File: src/rtl/zero_compress_nch.sv
`default_nettype none
// ============================================================================
//  Module   : zero_compress_nch
//  Purpose  : N-channel zero-suppression serializer. Pops one event (NCH TDC
//             words + one timestamp word) from an FWFT trigger FIFO and writes
//             only the channels whose hit bit is set, lowest channel first,
//             optionally followed by the timestamp. Missed-event words from a
//             req/ack side port take priority over event words. One output
//             word per cycle while the output FIFO is not almost full.
//  Revision : 1.0  initial release
// ----------------------------------------------------------------------------
//  Ports
//    clk        in   clock
//    reset      in   synchronous, active-high reset
//    din        in   (NCH+1)*DW  event: ch c at [c*DW +: DW], ts at [NCH*DW +: DW]
//    in_empty   in   trigger FIFO empty
//    in_rd_en   out  trigger FIFO pop (combinational)
//    miss_req   in   level request to write miss_data
//    miss_data  in   DW   missed-event word
//    miss_ack   out  registered pulse, coincident with the miss word write
//    out_afull  in   output FIFO almost full (no slot while high)
//    dout       out  DW   output word
//    dout_type  out  2    0 TDC, 1 timestamp, 2 missed event
//    dout_ch    out  CHW  channel of TDC words, 0 otherwise
//    out_wr_en  out  output FIFO write strobe
//    evt_cnt    out  16   events popped (wraps)
//    word_cnt   out  32   words written (wraps)
// ============================================================================
module zero_compress_nch #(
   parameter int NCH        = 4,
   parameter int DW         = 32,
   parameter int HIT_BIT    = 0,
   parameter bit EMIT_TS    = 1'b1,
   parameter bit DROP_EMPTY = 1'b0,
   localparam int CHW       = (NCH > 1) ? $clog2(NCH) : 1
) (
   input  logic                  clk,
   input  logic                  reset,
   input  logic [(NCH+1)*DW-1:0] din,
   input  logic                  in_empty,
   output logic                  in_rd_en,
   input  logic                  miss_req,
   input  logic [DW-1:0]         miss_data,
   output logic                  miss_ack,
   input  logic                  out_afull,
   output logic [DW-1:0]         dout,
   output logic [1:0]            dout_type,
   output logic [CHW-1:0]        dout_ch,
   output logic                  out_wr_en,
   output logic [15:0]           evt_cnt,
   output logic [31:0]           word_cnt
);

   localparam logic [1:0] TYPE_TDC  = 2'd0;
   localparam logic [1:0] TYPE_TS   = 2'd1;
   localparam logic [1:0] TYPE_MISS = 2'd2;

   typedef enum logic [0:0] {
      IDLE = 1'b0,
      EMIT = 1'b1
   } state_t;

   state_t                  state_q, state_d;
   logic [(NCH+1)*DW-1:0]   evt_q, evt_d;
   logic [NCH-1:0]          mask_q, mask_d;
   // Timestamp still owed for the current event; decided once at capture so
   // the DROP_EMPTY rule never has to look back at the original hit pattern.
   logic                    ts_pend_q, ts_pend_d;
   logic [DW-1:0]           dout_q, dout_d;
   logic [1:0]              dout_type_q, dout_type_d;
   logic [CHW-1:0]          dout_ch_q, dout_ch_d;
   logic                    out_wr_en_q, out_wr_en_d;
   logic                    miss_ack_q, miss_ack_d;
   logic [15:0]             evt_cnt_q, evt_cnt_d;
   logic [31:0]             word_cnt_q, word_cnt_d;

   logic [NCH-1:0]          din_hits;
   logic [CHW-1:0]          low_idx;
   logic [NCH-1:0]          low_onehot;
   logic [DW-1:0]           low_word;
   logic [NCH-1:0]          mask_after;
   logic                    ready;
   logic                    pop;
   logic                    done;

   // Hit flags of the event currently at the FIFO head (used only at capture).
   genvar gc;
   generate
      for (gc = 0; gc < NCH; gc++) begin : g_hits
         assign din_hits[gc] = din[gc*DW + HIT_BIT];
      end
   endgenerate

   // Lowest pending channel. Scanning downward lets the last match win.
   always_comb begin
      low_idx    = '0;
      low_onehot = '0;
      low_word   = '0;
      for (int c = NCH - 1; c >= 0; c--) begin
         if (mask_q[c]) begin
            low_idx         = CHW'(c);
            low_onehot      = '0;
            low_onehot[c]   = 1'b1;
            low_word        = evt_q[c*DW +: DW];
         end
      end
   end

   assign mask_after = mask_q & ~low_onehot;
   assign ready      = !out_afull;

   always_comb begin
      state_d     = state_q;
      evt_d       = evt_q;
      mask_d      = mask_q;
      ts_pend_d   = ts_pend_q;
      dout_d      = '0;
      dout_type_d = TYPE_TDC;
      dout_ch_d   = '0;
      out_wr_en_d = 1'b0;
      miss_ack_d  = 1'b0;
      evt_cnt_d   = evt_cnt_q;
      pop         = 1'b0;
      done        = 1'b0;

      if (ready && miss_req) begin
         // Missed word owns this slot; event progress is frozen.
         dout_d      = miss_data;
         dout_type_d = TYPE_MISS;
         out_wr_en_d = 1'b1;
         miss_ack_d  = 1'b1;
      end else if (ready) begin
         case (state_q)
            IDLE: begin
               pop = !in_empty;
            end
            EMIT: begin
               if (mask_q != '0) begin
                  dout_d      = low_word;
                  dout_type_d = TYPE_TDC;
                  dout_ch_d   = low_idx;
                  out_wr_en_d = 1'b1;
                  mask_d      = mask_after;
                  done        = (mask_after == '0) && !ts_pend_q;
               end else if (ts_pend_q) begin
                  dout_d      = evt_q[NCH*DW +: DW];
                  dout_type_d = TYPE_TS;
                  out_wr_en_d = 1'b1;
                  ts_pend_d   = 1'b0;
                  done        = 1'b1;
               end else begin
                  // Event with nothing to emit completes without a write.
                  done = 1'b1;
               end
               if (done) begin
                  state_d = IDLE;
                  pop     = !in_empty;
               end
            end
            default: begin
               state_d = IDLE;
            end
         endcase

         if (pop) begin
            evt_d     = din;
            mask_d    = din_hits;
            ts_pend_d = EMIT_TS && !(DROP_EMPTY && (din_hits == '0));
            evt_cnt_d = evt_cnt_q + 16'd1;
            state_d   = EMIT;
         end
      end

      word_cnt_d = word_cnt_q + {31'd0, out_wr_en_d};
   end

   always_ff @(posedge clk) begin
      if (reset) begin
         state_q     <= IDLE;
         evt_q       <= '0;
         mask_q      <= '0;
         ts_pend_q   <= 1'b0;
         dout_q      <= '0;
         dout_type_q <= TYPE_TDC;
         dout_ch_q   <= '0;
         out_wr_en_q <= 1'b0;
         miss_ack_q  <= 1'b0;
         evt_cnt_q   <= '0;
         word_cnt_q  <= '0;
      end else begin
         state_q     <= state_d;
         evt_q       <= evt_d;
         mask_q      <= mask_d;
         ts_pend_q   <= ts_pend_d;
         dout_q      <= dout_d;
         dout_type_q <= dout_type_d;
         dout_ch_q   <= dout_ch_d;
         out_wr_en_q <= out_wr_en_d;
         miss_ack_q  <= miss_ack_d;
         evt_cnt_q   <= evt_cnt_d;
         word_cnt_q  <= word_cnt_d;
      end
   end

   // Pop is suppressed during reset so an aborted event's successor stays
   // in the FIFO until the block is running again.
   assign in_rd_en  = pop && !reset;
   assign miss_ack  = miss_ack_q;
   assign dout      = dout_q;
   assign dout_type = dout_type_q;
   assign dout_ch   = dout_ch_q;
   assign out_wr_en = out_wr_en_q;
   assign evt_cnt   = evt_cnt_q;
   assign word_cnt  = word_cnt_q;

endmodule
`default_nettype wire

File: config.mk
export PLATFORM = sky130hd
export DESIGN_NAME = zero_compress_nch
export DESIGN_NICKNAME = d
export VERILOG_FILES = /design/src/rtl/zero_compress_nch.sv
export SDC_FILE = /design/constraint.sdc
export NUM_CORES = 1
export LEC_CHECK = 0
export CORE_MARGIN = 3
export CORE_UTILIZATION = 44
export CTS_CLUSTER_SIZE = 20
export DETAILED_ROUTE_END_ITERATION = 6
export GPL_ROUTABILITY_DRIVEN = 1
export GPL_TIMING_DRIVEN = 0
export PLACE_DENSITY = 0.85
export SETUP_SLACK_MARGIN = 0.1
export SLEW_MARGIN = 25
export SYNTH_ARGS = -nofsm -noshare
export SYNTH_HDL_FRONTEND = slang
export SYNTH_SLANG_ARGS = --single-unit
File: constraint.sdc
create_clock -name clk -period 2.7 [get_ports clk]
set_clock_uncertainty 0.2 [all_clocks]
set_input_delay 0.54 -clock clk [delete_from_list [all_inputs] [get_ports clk]]
set_output_delay 0.54 -clock clk [all_outputs]
set_load 0.05 [all_outputs]
==> flow_metrics.py <==
metrics = {
    "setup_path": {
        "max_stage_delay_ps": 400,
        "r2r_slack_ps": -50,
        "r2r_cells": 12,
        "reg2reg_to": "word_cnt[29]",
        "worstPathCellList": "or3_4 > o211ai_1 > buf_4 > clkbuf_16 > nand2_4 > nor2_4 > buf_8",
        "critical_path_buf_inv_count": 3,
        "critPathMaxFanout": 4,
        "critical_path.top_delay_family": "simple AND/OR/NAND/NOR gates",
        "path_class": "flip-flop to output port",
        "reg2reg_from": "mask_q[0]",
        "critPathArrivalTime_ps": 2040,
        "worst_setup_path_start_kind": "flip-flop",
        "worst_path_max_delay_cell": "or3_4",
        "crit_required_ps": 1960,
        "endpoint_kind": "output port",
    },
    "status": {
        "outcome": "finished, violations left",
        "violations": "setup timing",
    },
    "drt": {
        "via_per_inst": 6.026,
        "ant_nets": 0,
        "route.detailed.drc": 0,
        "wire_per_inst_um": 20.62,
        "drt-initial-drc-count": 1304,
        "top_layer": "met4",
        "routed_wl_mm": 41.82,
        "wl_met2_mm": 19.33,
        "wl_met3_mm": 4.518,
        "num_vias": 12220,
        "drt-met1-wl_mm": 16.04,
        "drt_pass1_iterations": 5,
    },
    "global_routing": {
        "grt_start_max_net_pins": 19,
        "grt_pass1_wl_mm": 62.86,
        "antenna_found_initial": 2,
        "overflow": 0,
        "grtUsageTotal": 0.2971,
        "grt_pass1_vias": 11570,
    },
    "min_path": {
        "min_from": "evt_q[28]",
        "hold_path_end": "evt_q[28]",
        "min_path_type": "flip-flop to flip-flop",
        "holdPathStages": 2,
    },
    "die": {
        "start_util": 0.4478,
        "core_area_sq_um": 24390,
        "die_h_um": 163.6,
        "ios": 284,
        "rows": 57,
        "dieArea_sq_um": 26750,
        "dieWidth_um": 163.6,
    },
    "clocking": {
        "cts_tree": "done",
        "clock_latency_ps": 540,
        "cts-root-buf": "clkbuf_16",
        "clk_pin_slew_ps": 70,
        "cts_max_level": 1,
        "numCtsBuffers": 25,
        "cts.sinks": 251,
        "cts.path.max_buffers": 3,
        "cts-hold-fix-buffers": 0,
    },
    "synth": {
        "syn_inst": 1353,
        "syn_area_sq_um": 10920,
        "syn-num-nets": 1553,
        "ys_ff_latch": 251,
        "synth_cell_types": 38,
        "synth-warning-count": 0,
        "ys_seq_area_frac": 0.4601,
        "syn_avg_cell_area_sq_um": 8.072,
    },
    "power": {
        "max-vdd-ir-drop_mv": 0.4349,
        "power_density_nw_per_um2": 534.7,
        "leakage_uw": 0.005213,
        "total_power_uw": 8331,
    },
    "timing": {
        "worst_slew_pin_slew_ps": 823.7,
        "fin_crit_ps": 2779,
        "rsz0062_at_grt": "true",
        "max_freq_mhz": 359.9,
        "fin_crit_sh": 1.029,
        "setup_viol": 6,
        "setup_tns_ps": -160.4,
        "slew_viol_final": 0,
        "finalHoldViolations": 0,
        "layout_setup_ws_ps": -78.71,
        "slew_headroom": 0.4508,
        "whs_ps": 275.5,
    },
    "layout": {
        "stdcell_area_sq_um": 15580,
        "final_nets": 1884,
        "ff_latch_area_sq_um": 5034,
        "area_delta_synth_final_pct": 42.64,
        "fillers": 2069,
        "drive_gt1_frac": 0.08931,
        "multi_input_area_sq_um": 5363,
        "finalNonFillerCells": 2028,
    },
    "placed_design": {
        "io_buffers": 283,
        "placed_cells": 1960,
        "placed_area_sq_um": 14180,
        "dp_hpwl_mm": 30.80,
        "gp_congestion": 0.9331,
    },
    "job": {
        "drv_cap": 0,
    },
}
[cell usage after synthesis, drive strengths merged]
master  number  share of area
a21oi      226           0.10
a221oi      64          0.051
and2         6         0.0034
and3         5         0.0029
and4         6         0.0048
buf         36          0.017
clkbuf     111          0.038
dfxtp      251           0.46
ha           3         0.0034
inv         37          0.013
maj3         1         0.0010
mux2         9         0.0093
nand2       52          0.018
nand3      175          0.080
nand3b      33          0.023
nand4       16         0.0092
nor2        24         0.0082
nor2b       13         0.0074
nor3         7         0.0032
nor3b        1        0.00069
nor4         5         0.0029
o211a        1        0.00092
o211ai       3         0.0021
o21a         3         0.0021
o21ai      209          0.096
o221ai       1        0.00080
o31a         1        0.00080
o31ai       15          0.010
o41a         1         0.0010
or3         11         0.0068
or4         16          0.011
xnor2        2         0.0016
xor2         9         0.0072
[worst max-delay path by stage]
stage	from	to	slack [ps]	cells after the start
4_1_cts	mask_q[3]	in_rd_en	-70	7
5_1_grt	mask_q[0]	word_cnt[29]	-120	12
3_5_place_dp	reset	in_rd_en	-1780	7
6_report	mask_q[0]	in_rd_en	-80	7
3_3_place_gp	reset	in_rd_en	-1760	7
2_1_floorplan	reset	in_rd_en	90	5
[layout make-up]
type                            count  share of cell area
Timing Repair Buffer              307              0.1974
Clock inverter                     10            0.007710
Inverter                           37            0.008915
Tap cell                          324             0.02602
Antenna cell                        2           0.0003213
Sequential cell                   251              0.3231
Clock buffer                       35             0.04578
Multi-Input combinational cell    918              0.3442
Buffer                            144             0.04650
[power by group]
group	total, uW	leakage, uW	internal [uW]	switching, uW
sequential	3860	0.00204	3800	54.7
combinational	907	0.00277	439	468
clock	3570	0.000408	2050	1520
[worst min-delay path: stages, from the launching register on]
cell and delay, ps:
dfxtp_1 300, o21ai_0 60, a21oi_1 60
[kinds of logic (layout without fill, tap and decap cells)]
family | after synthesis | in the layout | synth area share
AND/OR/NAND/NOR | 370 | 370 | 0.1812
multiplexers | 9 | 9 | 0.009280
AO/OA/AOI/OAI | 524 | 524 | 0.2686
XOR/XNOR | 11 | 11 | 0.008822
buffers and inverters | 184 | 533 | 0.06748
flip-flops | 251 | 251 | 0.4601
adder cells (fa/ha/maj) | 4 | 4 | 0.004468
other | 0 | 2 | 0
[sequential cells by signal, indices dropped and copies added, names as in the netlist]
name and count:
word_cnt 32, dout_ch 2, ts_pend_q 1, dout 32, evt_q 160, evt_cnt 16, out_wr_en 1, dout_type 2
state_q 1, mask_q 4
[what timing repair did]
item,in CTS,in global routing
gates cloned,0,2
resized for setup,57,75
buffers inserted,12,10
endpoints found under the setup margin,207,181
endpoints found under the hold margin,0,0
pin swaps,8,35
[cells in the final DEF (no fill, tap or decap), drive strengths merged, types with 3 or more instances in the layout]
cell | Yosys | layout
dfxtp | 251 | 251
or4 | 16 | 16
a21oi | 226 | 226
and3 | 5 | 5
o21ai | 209 | 209
a221oi | 64 | 64
ha | 3 | 3
dlymetal6s2s | 0 | 9
nand3 | 175 | 175
buf | 36 | 62
inv | 37 | 38
nor2 | 24 | 24
nor4 | 5 | 5
clkinv | 0 | 5
xor2 | 9 | 9
or3 | 11 | 11
nor2b | 13 | 13
o21a | 3 | 3
clkbuf | 111 | 142
mux2 | 9 | 9
nand4 | 16 | 16
o211ai | 3 | 3
nand2 | 52 | 52
nor3 | 7 | 7
o31ai | 15 | 15
and4 | 6 | 6
and2 | 6 | 6
nand3b | 33 | 33
clkdlybuf4s50 | 0 | 271
[metrics by stage]
| step | worst slack (ps) | util |
|---|---|---|
| floorplan | 90.73 | - |
| global placement | -1761 | 0.5812 |
| detailed placement | -1775 | 0.5814 |
| CTS | -73.11 | 0.6256 |
| global route | -120.5 | 0.6387 |
| finish | -78.71 | 0.6387 |
[layer usage]
metal	track usage	vias up
li1	-	5613
met1	0.3916	5743
met2	0.4805	743
met3	0.05377	122
met4	0.1238	0
met5	0	-
Note: power is estimated with default switching activity, not from simulation.
